$ cat config.mk
export PLATFORM = sky130hd
export DESIGN_NAME = multi_timer
export DESIGN_NICKNAME = d
export VERILOG_FILES = /design/src/rtl/multi_timer.sv
export SDC_FILE = /design/constraint.sdc
export NUM_CORES = 1
export LEC_CHECK = 0
export CORE_UTILIZATION = 44
export CTS_CLUSTER_DIAMETER = 120
export DETAILED_ROUTE_END_ITERATION = 7
export MAX_ROUTING_LAYER = met4
export PLACE_DENSITY = 0.69
export SLEW_MARGIN = 10
export SYNTH_ARGS = -nofsm -noshare
export SYNTH_HDL_FRONTEND = slang
export SYNTH_SLANG_ARGS = --single-unit
$ cat constraint.sdc
create_clock -name clk -period 3.45 [get_ports clk]
set_clock_uncertainty 0.1 [all_clocks]
set_input_delay 0.5175 -clock clk [delete_from_list [all_inputs] [get_ports clk]]
set_output_delay 0.5175 -clock clk [all_outputs]
set_load 0.01 [all_outputs]
$ cat src/rtl/multi_timer.sv
// multi_timer: multi-channel countdown timer on the memory-mapped peripheral bus.
// Each channel has a WIDTH-bit preset/count, an 8-bit prescaler, one-shot or
// auto-reload mode and a sticky write-1-to-clear pending flag.
//
// Ports:
//   clk      - clock, all state changes on the rising edge
//   reset    - synchronous, active-high
//   addr     - byte address; addr[5:4] selects channel, addr[3:2] register
//   we       - write enable for the addressed register
//   wdata    - write data
//   rdata    - combinational read of the addressed register (zero-extended)
//   irq_vec  - per-channel pending & IM
//   irq      - OR of irq_vec
//
// Register map per channel:
//   0 CTRL   : [0] EN, [2:1] MODE (01 auto-reload, else one-shot), [3] IM,
//              [15:8] PRESCALE
//   1 PRESET : [WIDTH-1:0]
//   2 COUNT  : [WIDTH-1:0]
//   3 STATUS : [0] pending (W1C), [1] busy, [3:2] state code
module multi_timer #(
    parameter int CHANNELS = 2,
    parameter int WIDTH    = 32
) (
    input  logic                clk,
    input  logic                reset,
    input  logic [31:0]         addr,
    input  logic                we,
    input  logic [31:0]         wdata,
    output logic [31:0]         rdata,
    output logic [CHANNELS-1:0] irq_vec,
    output logic                irq
);

    typedef enum logic [1:0] {
        S_IDLE = 2'd0,
        S_LOAD = 2'd1,
        S_CNT  = 2'd2,
        S_INT  = 2'd3
    } state_t;

    state_t             state_q   [CHANNELS];
    state_t             state_d   [CHANNELS];
    logic               en_q      [CHANNELS];
    logic               en_d      [CHANNELS];
    logic [1:0]         mode_q    [CHANNELS];
    logic [1:0]         mode_d    [CHANNELS];
    logic               im_q      [CHANNELS];
    logic               im_d      [CHANNELS];
    logic [7:0]         psc_q     [CHANNELS];
    logic [7:0]         psc_d     [CHANNELS];
    logic [7:0]         pcnt_q    [CHANNELS];
    logic [7:0]         pcnt_d    [CHANNELS];
    logic [WIDTH-1:0]   preset_q  [CHANNELS];
    logic [WIDTH-1:0]   preset_d  [CHANNELS];
    logic [WIDTH-1:0]   count_q   [CHANNELS];
    logic [WIDTH-1:0]   count_d   [CHANNELS];
    logic               pending_q [CHANNELS];
    logic               pending_d [CHANNELS];

    logic [1:0] sel_ch;
    logic [1:0] sel_reg;
    logic       unused_bits;

    assign sel_ch      = addr[5:4];
    assign sel_reg     = addr[3:2];
    assign unused_bits = ^{addr[31:6], addr[1:0], wdata};

    // Next-state / register update. A bus write to a channel replaces that
    // channel's FSM step for the cycle, so a set of pending by the FSM and a
    // W1C clear can never meet in the same cycle.
    always_comb begin
        for (int unsigned c = 0; c < CHANNELS; c++) begin
            state_d[c]   = state_q[c];
            en_d[c]      = en_q[c];
            mode_d[c]    = mode_q[c];
            im_d[c]      = im_q[c];
            psc_d[c]     = psc_q[c];
            pcnt_d[c]    = pcnt_q[c];
            preset_d[c]  = preset_q[c];
            count_d[c]   = count_q[c];
            pending_d[c] = pending_q[c];

            if (we && sel_ch == 2'(c)) begin
                case (sel_reg)
                    2'd0: begin
                        en_d[c]   = wdata[0];
                        mode_d[c] = wdata[2:1];
                        im_d[c]   = wdata[3];
                        psc_d[c]  = wdata[15:8];
                    end
                    2'd1:    preset_d[c] = wdata[WIDTH-1:0];
                    2'd2:    count_d[c]  = wdata[WIDTH-1:0];
                    default: if (wdata[0]) pending_d[c] = 1'b0;
                endcase
            end else begin
                case (state_q[c])
                    S_IDLE: begin
                        if (en_q[c]) state_d[c] = S_LOAD;
                    end
                    S_LOAD: begin
                        count_d[c] = preset_q[c];
                        pcnt_d[c]  = '0;
                        state_d[c] = S_CNT;
                    end
                    S_CNT: begin
                        if (!en_q[c]) begin
                            state_d[c] = S_IDLE;
                        end else if (pcnt_q[c] == psc_q[c]) begin
                            pcnt_d[c] = '0;
                            // COUNT of 0 or 1 both expire, so PRESET=0 acts as 1.
                            if (count_q[c] > WIDTH'(1)) begin
                                count_d[c] = count_q[c] - WIDTH'(1);
                            end else begin
                                count_d[c]   = '0;
                                pending_d[c] = 1'b1;
                                state_d[c]   = S_INT;
                            end
                        end else begin
                            pcnt_d[c] = pcnt_q[c] + 8'd1;
                        end
                    end
                    default: begin
                        if (en_q[c] && mode_q[c] == 2'b01) begin
                            state_d[c] = S_LOAD;
                        end else begin
                            en_d[c]    = 1'b0;
                            state_d[c] = S_IDLE;
                        end
                    end
                endcase
            end
        end
    end

    always_ff @(posedge clk) begin
        for (int unsigned c = 0; c < CHANNELS; c++) begin
            if (reset) begin
                state_q[c]   <= S_IDLE;
                en_q[c]      <= 1'b0;
                mode_q[c]    <= '0;
                im_q[c]      <= 1'b0;
                psc_q[c]     <= '0;
                pcnt_q[c]    <= '0;
                preset_q[c]  <= '0;
                count_q[c]   <= '0;
                pending_q[c] <= 1'b0;
            end else begin
                state_q[c]   <= state_d[c];
                en_q[c]      <= en_d[c];
                mode_q[c]    <= mode_d[c];
                im_q[c]      <= im_d[c];
                psc_q[c]     <= psc_d[c];
                pcnt_q[c]    <= pcnt_d[c];
                preset_q[c]  <= preset_d[c];
                count_q[c]   <= count_d[c];
                pending_q[c] <= pending_d[c];
            end
        end
    end

    // Channel indices with no channel behind them match no loop iteration
    // and therefore read 0.
    always_comb begin
        rdata = '0;
        for (int unsigned c = 0; c < CHANNELS; c++) begin
            if (sel_ch == 2'(c)) begin
                case (sel_reg)
                    2'd0:    rdata[15:0] = {psc_q[c], 4'b0000, im_q[c], mode_q[c], en_q[c]};
                    2'd1:    rdata[WIDTH-1:0] = preset_q[c];
                    2'd2:    rdata[WIDTH-1:0] = count_q[c];
                    default: rdata[3:0] = {state_q[c], (state_q[c] != S_IDLE), pending_q[c]};
                endcase
            end
        end
    end

    always_comb begin
        irq_vec = '0;
        for (int unsigned c = 0; c < CHANNELS; c++) begin
            irq_vec[c] = pending_q[c] & im_q[c];
        end
    end

    assign irq = |irq_vec;

endmodule
== Word level (Yosys, flattened, before mapping) ==
Memory sizes are Yosys's and may differ from the RTL's.
Cells that the tools add are included.

* Bits in registers: 0
* ROM bits: 0
* Output and inout bits: 35
* Memories: 9
* Bits in latches: 0
* Input bits: 67
* Bits in writable memories: 174

* Shift-type cells: 0
* Multiplexer cells: 101
* Bitwise gates (word level): 20
* Div/mod/pow operators: 0
* Order comparisons: 2
* $mul: 0
* $add $sub $neg: 4
* Reductions and logical operators: 14
* Eq/ne operators: 11

{| class="wikitable"
|+ Memories
! memory !! depth !! width !! read ports !! clocked after Yosys merged registers in !! write ports !! line !! source
|-
| count_q || 2 || 32 || 2 || 0 || 2 || 56 || <nowiki>logic [WIDTH-1:0] count_q [CHANNELS];</nowiki>
|-
| preset_q || 2 || 32 || 2 || 0 || 2 || 54 || <nowiki>logic [WIDTH-1:0] preset_q [CHANNELS];</nowiki>
|-
| pcnt_q || 2 || 8 || 2 || 0 || 2 || 52 || <nowiki>logic [7:0] pcnt_q [CHANNELS];</nowiki>
|-
| psc_q || 2 || 8 || 2 || 0 || 2 || 50 || <nowiki>logic [7:0] psc_q [CHANNELS];</nowiki>
|-
| mode_q || 2 || 2 || 2 || 0 || 2 || 46 || <nowiki>logic [1:0] mode_q [CHANNELS];</nowiki>
|-
| state_q || 2 || 2 || 2 || 0 || 2 || 42 || <nowiki>state_t state_q [CHANNELS];</nowiki>
|-
| +3 memories || -- || -- || -- || -- || -- || -- ||
|}

{| class="wikitable"
|+ Operator list
! kind !! count
|-
| 32-bit two-way mux || 20
|-
| 32-bit case mux with 2 select lines || 2
|-
| 8-bit two-way mux || 14
|-
| 12-bit case mux with 3 select lines || 2
|-
| 32-bit by 1-bit greater-than comparator with 1-bit output (second input constant) || 2
|-
| 16-bit case mux with 2 select lines || 2
|-
| 32-bit by 1-bit subtractor with 32-bit output (second input constant) || 2
|-
| 1-bit two-way mux || 37
|-
| 2-bit two-way mux || 18
|-
| 8-bit case mux with 2 select lines || 2
|-
| 4-bit case mux with 3 select lines || 2
|-
| 1-bit bitwise OR || 18
|-
| 8-bit by 1-bit adder with 8-bit output (second input constant) || 2
|-
| 8-bit == test || 2
|-
| 2-bit by 1-bit == test with 1-bit output (second input constant) || 6
|-
| 2-bit case mux with 3 select lines || 2
|-
| 3-bit OR reduction || 3
|-
| 2-bit logical NOT || 4
|-
| 2-bit == test (second input constant) || 3
|-
| 1-bit logical AND || 4
|-
| 2-bit nonzero test || 2
|-
| 1-bit AND || 2
|-
| 2-bit OR reduction || 1
|}

== Depth between registers and ports, before layout ==
An unclocked memory read counts as a cell.

* Depth in word-level cells: 8
* Gate-level depth with buffers: 9

== Least setup slack after synthesis ==
Ideal clock, no wire load.

* Path kind: in2out
* From: input addr[3]
* To: output rdata[19]
* Path slack: 699 ps
* Arrival time: 2,133 ps
* Cell stages on the path: 7
* Path buffers: 3
* Cells stage by stage: inv_1 ha_1 clkbuf_1 buf_1 clkbuf_1 a22oi_1 a211oi_1

* Word-level cells in the longest chain between the ends: 5

{| class="wikitable"
|+ Ends and longest elaborated chain
! what !! line !! source
|-
| from (decl) || 27 || <nowiki>input logic [31:0] addr,</nowiki>
|-
| 2-bit == test or 2-bit by 1-bit == test with 1-bit output (tied branches) || 168 || <nowiki>case (sel_reg)</nowiki>
|-
| 16-bit case mux with 2 select lines || 168 ||
|-
| 32-bit two-way mux || 167 || <nowiki>if (sel_ch == 2'(c)) begin</nowiki>
|-
| 16-bit case mux with 2 select lines || 168 ||
|-
| 32-bit two-way mux (*) || 167 ||
|-
| to (decl) || 30 || <nowiki>output logic [31:0] rdata,</nowiki>
|}

Mark *: on every way between the ends. The rest lies on a longest branch, timed or not.

== Worst setup path after layout ==
* From: input addr[2]
* To: output rdata[15]

* Word-level cells in the longest chain between the ends: 5

{| class="wikitable"
|+ Ends and longest elaborated chain
! what !! line
|-
| 2-bit == test, or another cell as far along || 168
|-
| 12-bit case mux with 3 select lines || 168
|-
| 32-bit two-way mux || 167
|-
| 12-bit case mux with 3 select lines || 168
|-
| 32-bit two-way mux (*) || 167
|}

Marks and branches as above.

==> results.tsv <==
stage	metric	value	unit
sta	finalCriticalPeriod	3.313	ns
global_route	grt_pass1_wl	57.92	mm
pwr	sequentialPowerShare	43.1	%
cells_and_area	final_cells	1753	
synthesis	netlist_area	10150	um^2
critical_path	cp-end-kind	primary output	
sta	slew_violations	0	
placement	post_dp_cell_area	11590	um^2
cells_and_area	layout_commonest_cell	nand2_1	
clock_tree	cts_tree	yes	
hold_path	hold_class	reg2reg	
synthesis	synth_top_area_share	34.31	%
global_route	grt-ovfl-total	0	
clock_tree	root_buffer	clkbuf_16	
synthesis	synthCells	1392	
drt	first_iter_violations	1600	
sta	rsz0062_at_grt	no	
critical_path	worstPathArrival	2.70	ns
sta	setup_viol	0	
cells_and_area	area_growth	20.48	%
global_route	grt_pass1_vias	10370	
critical_path	reg2reg_from	count_q[1][22]	
status	status	complete, but fails checks	
die	fp.dieW	153.9	um
pwr	irDropWorstVdd	0.0003092	V
synthesis	ys_ff_latch	174	
critical_path	cp_max_fo	28	
synthesis	ys_seq_area_share	34.31	%
die	start_util	44.84	%
placement	dp_hpwl	25.84	mm
hold_path	hold_start	preset_q[0][5]	
drt	wl	36.86	mm
global_route	gr-usage-all-layers	32.18	%
placement	dpl.cell_count	1722	
synthesis	syn_nets	1469	
synthesis	avgSynthCellArea	7.293	um^2
pwr	p_int	3.425	mW
cells_and_area	nFillCells	2120	
pwr	switching_share	27.93	%
global_route	antenna_found_initial	0	
drt	dr.pass1.iters	8	
sta	tns	0	ns
critical_path	critPathKind	in2out	
die	num_rows	55	
cells_and_area	mostFrequentLayoutCells	262 x nand2_1, 187 x a21oi_1, 174 x dfxtp_1	
critical_path	regToRegSetupSlack	0.42	ns
clock_tree	clk_pin_slew	0.06	ns
critical_path	crit_buf_inv	6	
flow_run	maxCapViolCount	0	
synthesis	ys_warn_count	0	
critical_path	crit_required	2.83	ns
sta	max-slew-margin-rel	34.99	%
pwr	p_comb_share	13.0	%
global_route	grt_max_degree	134	
sta	hold_violations	0	
clock_tree	insertion_delay	0.45	ns
pwr	p_leak	4.239	nW
drt	vias_per_cell	6.427	
die	die_area	23690	um^2
sta	tightestPinTransition	0.9752	ns
synthesis	synthTopCellsByArea	dfxtp_1 34%, nand2_1 9.7%, a21oi_1 9.2%	
synthesis	synth_cell_type_count	71	
clock_tree	numCtsBuffers	17	
critical_path	cp-start-kind	input pin	
clock_tree	clk_path_buf_depth	2	
drt	final_antenna_net_count	0	
clock_tree	post-cts-setup-buffers	0	
placement	io_buffers	73	
status	violations	design-rule violations	
placement	globalplace.congestion	0.9483	
critical_path	crit_family	buffers and inverters	
critical_path	reg2reg_to	count_q[1][22]	
pwr	power_density	388.5	nW/um^2
hold_path	whs_endpoint	preset_q[0][5]	
synthesis	synth_top_area_cell	dfxtp_1	
synthesis	yosys_most_used_dff	dfxtp_1	
hold_path	hold_depth	2	
cells_and_area	fin_area	12230	um^2
cells_and_area	drive_gt1_share	9.877	%
critical_path	ff2ff_path_depth	6	
synthesis	synth_edf_count	0	
drt	drc	4	
pwr	p_switching	1.328	mW
die	die_h	153.9	um
die	coreArea	22640	um^2
critical_path	slowest_stage	clkdlybuf4s50_1	
drt	avgRoutedWirePerCell	21.03	um
clock_tree	cts_sinks	174	
critical_path	crit_path_start	addr[2]	
synthesis	async_flop_share	0	%
cells_and_area	final_nets	1533	
critical_path	cpMostUsedCell	buf_4	
pwr	clkPwrFrac	43.9	%
drt	num_vias	11270	
clock_tree	htreeDepth	4	
die	io-pin-count	102	
sta	min_period_over_period	96.04	%
sta	timing.fmax	0.3018	GHz
clock_tree	postCtsHoldBufs	0	
critical_path	cp_cell_sequence	dlygate4sd2_1 > inv_2 > buf_4 > ha_1 > buf_12 > a222oi_1 > buf_4 > o22ai_1 > clkdlybuf4s50_1	
cells_and_area	finish.utilization	54.03	%
cells_and_area	diodes	0	
critical_path	critPathMaxStageDelay	0.53	ns
[synthesized netlist by cell type (all sizes together), types with 9 or more instances]
cell type	n
xor2	9
clkbuf	99
nor4	20
o31ai	16
nand4	14
nand2b	9
nand2	262
xnor2	26
o32ai	14
a222oi	22
a221oi	23
dfxtp	174
and3	16
o211ai	17
ha	10
a21oi	187
inv	26
a211oi	26
or3	16
o21ai	65
nor2	110
a22oi	25
buf	17
a31oi	16
nand3	26
o22ai	17
and2	9
nor3	43
[area by class of cell]
cell class / instances / area [um^2] / area share, %
Clock inverter: 13 / 176.4 / 1.442
Inverter: 26 / 97.59 / 0.7979
Timing Repair Buffer: 161 / 1515 / 12.39
Sequential cell: 174 / 3483 / 28.48
Multi-Input combinational cell: 1076 / 6163 / 50.39
Tap cell: 285 / 356.6 / 2.915
Clock buffer: 18 / 439.2 / 3.590
[metrics by stage]
stage | hold WS [ns] | power [mW] | worst slack (ns)
3_5_place_dp | 0.3601 | 2.693 | -0.02163
5_1_grt | 0.3946 | 4.899 | 0.06864
2_1_floorplan | 0.3441 | 2.416 | 0.6992
4_1_cts | 0.3682 | 4.745 | 0.007899
6_report | 0.3673 | 4.753 | 0.1366
3_3_place_gp | 0.3552 | 2.687 | -0.04950
[power groups by stage]
| stage | clock network (mW) | logic [mW] | registers [mW] |
|---|---|---|---|
| floorplan | 0 | 0.330 | 2.09 |
| global placement | 0 | 0.594 | 2.09 |
| detailed placement | 0 | 0.599 | 2.09 |
| CTS | 2.09 | 0.605 | 2.05 |
| global route | 2.19 | 0.662 | 2.05 |
| finish | 2.08 | 0.620 | 2.05 |
[how the worst max path moves through the flow]
stage,end,slack [ns],depth (start not counted)
after CTS,rdata[15],0.008,5
final,rdata[15],0.14,9
after global placement,rdata[15],-0.05,9
after detailed placement,rdata[3],-0.02,7
after floorplan,rdata[19],0.70,7
after global routing,rdata[0],0.07,9
[tightest hold or removal path, delay by kind of cell, from the launching register on]
kind	cells	cell delay (ns)
compound gates	1	0.05
flops	1	0.32
simple gates	1	0.05
[flip-flops by register name, summed over array words and instances, names as in the netlist]
register	cells
count_q	64
preset_q	64
pcnt_q	16
psc_q	16
mode_q	4
state_q	4
en_q	2
im_q	2
pending_q	2
[timing repair]
item	in CTS	in global routing
pin swaps	1	0
gates resized for setup	5	1
endpoints found under the setup margin	4	9
[layer usage]
metal / vias to the layer above / wire (um) / GRT usage [%]
met3: 119 / 3223 / 5.609
met5: - / 0 / -
met4: 0 / 1701 / 15.33
li1: 5250 / - / -
met1: 5329 / 15400 / 41.96
met2: 569 / 16530 / 48.18
[cell families after synthesis]
group | Yosys count | synth area share (%)
AO/OA/AOI/OAI | 472 | 30.01
XOR/XNOR | 35 | 3.020
adder cells (fa/ha/maj) | 10 | 1.232
buffers and inverters | 142 | 5.386
flip-flops | 174 | 34.31
multiplexers | 6 | 0.9613
AND/OR/NAND/NOR | 553 | 25.08
(Power assumes the default switching activity.)
